$ cat src/rtl/cisr_decoder.sv
// Row-ID decoder for a 4-lane CISR sparse matrix-vector datapath.
// Tracks per-lane remaining row length and hands out ascending global row IDs.
module cisr_decoder (
  input  logic       clk,
  input  logic       reset,
  input  logic [4:0] rowLength1,
  input  logic [4:0] rowLength2,
  input  logic [4:0] rowLength3,
  input  logic [4:0] rowLength4,
  output logic [4:0] rowID1,
  output logic [4:0] rowID2,
  output logic [4:0] rowID3,
  output logic [4:0] rowID4
);

  logic [4:0] r_rowID [4];
  logic [4:0] r_rem [4];
  logic [4:0] r_nextRow;

  logic [4:0] w_len [4];
  logic [3:0] w_need;
  logic [4:0] w_offset [4];
  logic [4:0] w_needCount;

  assign w_len[0] = rowLength1;
  assign w_len[1] = rowLength2;
  assign w_len[2] = rowLength3;
  assign w_len[3] = rowLength4;

  // Running count of needing lanes gives each lane its offset; lower lanes win lower IDs.
  always_comb begin
    w_needCount = '0;
    for (int i = 0; i < 4; i++) begin
      w_need[i]   = (r_rem[i] <= 5'd1);
      w_offset[i] = w_needCount;
      w_needCount = w_needCount + {4'd0, w_need[i]};
    end
  end

  always_ff @(posedge clk or negedge reset) begin
    if (!reset) begin
      for (int i = 0; i < 4; i++) begin
        r_rowID[i] <= '0;
        r_rem[i]   <= '0;
      end
      r_nextRow <= '0;
    end else begin
      for (int i = 0; i < 4; i++) begin
        if (w_need[i]) begin
          r_rowID[i] <= r_nextRow + w_offset[i];
          r_rem[i]   <= w_len[i];
        end else begin
          r_rem[i]   <= r_rem[i] - 5'd1;
        end
      end
      r_nextRow <= r_nextRow + w_needCount;
    end
  end

  assign rowID1 = r_rowID[0];
  assign rowID2 = r_rowID[1];
  assign rowID3 = r_rowID[2];
  assign rowID4 = r_rowID[3];

endmodule

$ cat config.mk
export PLATFORM = sky130hd
export DESIGN_NAME = cisr_decoder
export DESIGN_NICKNAME = d
export VERILOG_FILES = /design/src/rtl/cisr_decoder.sv
export SDC_FILE = /design/constraint.sdc
export NUM_CORES = 1
export LEC_CHECK = 0
export ABC_CLOCK_PERIOD_IN_PS = 3500
export BUFFER_PORTS_ARGS = -buffer_cell sky130_fd_sc_hd__buf_2
export CAP_MARGIN = 0
export CORE_UTILIZATION = 55
export DETAILED_ROUTE_END_ITERATION = 10
export GPL_ROUTABILITY_DRIVEN = 0
export GPL_TIMING_DRIVEN = 0
export HOLD_SLACK_MARGIN = 0.15
export PLACE_DENSITY = 0.78
export SLEW_MARGIN = 15
export SYNTH_ARGS = -nofsm -noshare
export SYNTH_HDL_FRONTEND = slang
export SYNTH_SLANG_ARGS = --single-unit
$ cat constraint.sdc
create_clock -name clk -period 3.5 [get_ports clk]
set_input_delay 0.525 -clock clk [delete_from_list [all_inputs] [get_ports clk]]
set_output_delay 0.525 -clock clk [all_outputs]
set_load 0.01 [all_outputs]
==> flow_summary.ini <==
[yosys]
synthDistinctLibCells = 28
seq_area_frac_synth_pct = 45.8
yosys_register_bits = 45
post_synth_inst_count = 223
synthesized_area_um2 = 2460
synth_area_per_cell_um2 = 11.0
synth-warning-count = 0
synth_fp_nets = 268

[routing]
detail_route.wl_per_cell_um = 12.9
via_per_inst = 5.17
route.final.wire_length_mm = 4.15
drt-initial-drc-count = 46
antenna_left = 0
route.vias.total = 1658
remaining_drc_errors = 0
drt_first_pass_iters = 4

[setup_path]
arrival_worst_endpoint_ns = 3.17
r2r.worst_path.cells = 13
worst_path_largest_cell_delay_ns = 0.44
crit_cells = 13
crit_buf_inv = 3
critical_path.max_fanout = 10
critPathMostFrequentCell = sky130_fd_sc_hd__ha_1
worstSetupEndpointType = flop
startpoint_kind_of_the_worst_setup_timing_path = flop
critical_path.cell_chain = ha_1 -> o211ai_4 -> buf_6 -> inv_1 -> ha_1 -> ha_1 -> ha_1 -> ha_1 -> buf_2 -> a21oi_1 -> nor2b_1 -> xnor2_1 -> o21ai_0
crit_required_ns = 3.66
critPathTopFamily = adder cells
criticalPathCategory = reg -> reg
worst_path_max_delay_cell = sky130_fd_sc_hd__dfrtp_1

[clock_tree]
max-clock-path-buffers = 2
cts.clk_slew.worst_paths_ns = 0.08
clk-insertion-delay-late_ns = 0.30
post_cts_hold_buffer_count = 0
cts_buffers = 5
ctsResizeCount = 0
cts_num_sinks = 45
cts_root_buf = sky130_fd_sc_hd__clkbuf_8
post_cts_buffers = 0
cts_tree = built
htree_num_levels = 2

[layout]
fillers = 359
commonest_cells_after_routing_fill_and_taps_aside = sky130_fd_sc_hd__dfrtp_1, sky130_fd_sc_hd__buf_2, sky130_fd_sc_hd__a21oi_1, sky130_fd_sc_hd__nor2_1, sky130_fd_sc_hd__inv_1
design.final.nets = 316
multi_input_comb_area_um2 = 1200
final_common_cell = sky130_fd_sc_hd__dfrtp_1
finalNonFillerCells = 321
register_area_um2 = 1130
drive_above_1_share_pct = 30.3
antennaDiodeCount = 0
area_growth_syn_to_fin_pct = 15.1

[place]
buffer_ports.inserted = 41
numPlacedInstances = 314
detailedPlacementHpwl_mm = 3.00
dpl_worst_slack_ns = 0.529

[die]
floorplan.initialDensity_pct = 59.3
die-area_um2 = 4740
floorplan.io_pins = 42
fp.coreArea_um2 = 4140
die_height_um = 68.8
placementRows = 23
die_width_um = 68.8

[power_and_ir_drop]
static_power_due_to_leakage_nw = 1.44
p_total_mw = 2.54
peakVddDrop_mv = 0.400
p_per_area_nw_per_um2 = 897

[sta]
tns_ns = 0
minimum_clock_period_after_layout_ns = 3.01
rsz0062_at_grt = false
final-hold-violation-count = 0
timing_max_transition_violations_final = 0
timing.fmax_ghz = 0.333
report.final.setup_viol = 0
postLayoutSetupSlackWorst_ns = 0.495
min_period_over_period_pct = 85.9
timing.slew.headroom_pct = 33.9
worstMarginPinSlew_ns = 0.992
finClkSkew_ns = 0.00912

[global_routing]
vias_in_the_first_global_route = 1633
grt_first_pass_wirelength_mm = 6.91
grt_start_max_net_pins = 46
grt_overflow = 0
antenna_found_initial = 0
grt.total_usage_pct = 20.2

[hold_path]
holdCritPathClass = in -> async

[outcome]
outcome = completed

[flow_run]
number_of_maximum_capacitance_violations = 0
==> metrics by stage <==
stage          utilization [%]  hold WS (ns)  area [µm²]
2_1_floorplan                -         0.229        2460
3_3_place_gp              65.8         0.457        2730
3_5_place_dp              65.8         0.462        2730
4_1_cts                   68.3         0.429        2830
5_1_grt                   68.3         0.454        2830
6_report                  68.3         0.377        2830
==> area by class of cell <==
cell class / count / area share (%)
flip-flops and latches: 45 / 39.8
inverters: 19 / 2.52
repair buffers: 41 / 7.25
clock inverters: 2 / 1.24
plain buffers: 8 / 2.26
clock buffers: 5 / 2.43
well taps: 50 / 2.21
multi-input cells: 151 / 42.3
==> registers in the layout (all words and copies together) (netlist names) <==
| signal | count |
|---|---|
| rowID3 | 5 |
| rowID2 | 5 |
| rowID4 | 5 |
| r_nextRow | 5 |
| rowID1 | 5 |
| r_rem | 20 |
==> per-layer routing <==
metal  track usage (%)  wire length [µm]  vias to the layer above
met1              24.0              1920                      790
met3              3.95               155                        4
li1                  -                 -                      832
met2              35.9              2050                       32
met5                 0                 0                        -
met4              7.65                34                        0
==> worst paths after layout <==
check	from	endpoint	slack (ns)
setup / recovery	r_rem[15]	rowID4[4]	0.49
hold / removal	reset	r_rem[16]	0.38
setup reg to reg	r_rem[15]	rowID4[4]	0.49
hold reg to reg	rowID3[3]	rowID3[3]	0.47
max in group asynchronous	reset	rowID2[2]	2.49
min in group clk	rowLength1[2]	r_rem[17]	0.47
==> synth_stat cells <==
cell type | instances | area, µm²
sky130_fd_sc_hd__o21ai_0 | 7 | 35.0
sky130_fd_sc_hd__mux2_2 | 8 | 90.1
sky130_fd_sc_hd__a21o_1 | 3 | 22.5
sky130_fd_sc_hd__nand2_1 | 15 | 56.3
sky130_fd_sc_hd__a21oi_2 | 2 | 17.5
sky130_fd_sc_hd__o21ai_4 | 1 | 16.3
sky130_fd_sc_hd__nor2b_1 | 2 | 12.5
sky130_fd_sc_hd__buf_6 | 4 | 45.0
sky130_fd_sc_hd__mux2_4 | 2 | 30.0
sky130_fd_sc_hd__o211ai_4 | 3 | 63.8
sky130_fd_sc_hd__inv_1 | 19 | 71.3
sky130_fd_sc_hd__xnor2_1 | 15 | 131
sky130_fd_sc_hd__buf_2 | 3 | 15.0
sky130_fd_sc_hd__xor2_1 | 6 | 52.6
sky130_fd_sc_hd__a21oi_1 | 22 | 110
sky130_fd_sc_hd__buf_1 | 1 | 3.75
sky130_fd_sc_hd__nor3_4 | 1 | 16.3
sky130_fd_sc_hd__dfrtp_1 | 45 | 1130
sky130_fd_sc_hd__fa_1 | 5 | 100
sky130_fd_sc_hd__o41ai_1 | 3 | 26.3
sky130_fd_sc_hd__o21ai_2 | 2 | 17.5
sky130_fd_sc_hd__nor2_1 | 20 | 75.1
sky130_fd_sc_hd__nor3_1 | 1 | 5.00
sky130_fd_sc_hd__o21ai_1 | 1 | 5.00
sky130_fd_sc_hd__o31ai_1 | 3 | 22.5
sky130_fd_sc_hd__nand3_1 | 3 | 15.0
sky130_fd_sc_hd__ha_1 | 18 | 225
sky130_fd_sc_hd__nor2_2 | 8 | 50.1
==> where the power goes <==
group	total [mW]	switching (mW)	internal (mW)	leakage [nW]
combinational	1.17	0.616	0.558	0.836
clock	0.375	0.168	0.207	0.0540
sequential	0.989	0.214	0.774	0.549
total	2.54	0.998	1.54	1.44
==> logic make-up (layout without fill, tap and decap cells) <==
logic type	Yosys count	in the layout	share of synthesized area (%)
mux	10	10	4.89
simple gates	50	50	9.37
compound gates	47	47	13.7
flops	45	45	45.8
fa+ha+maj	23	23	13.2
xor+xnor	21	21	7.48
buf+inv	27	75	5.50
(Power assumes the default switching activity.)
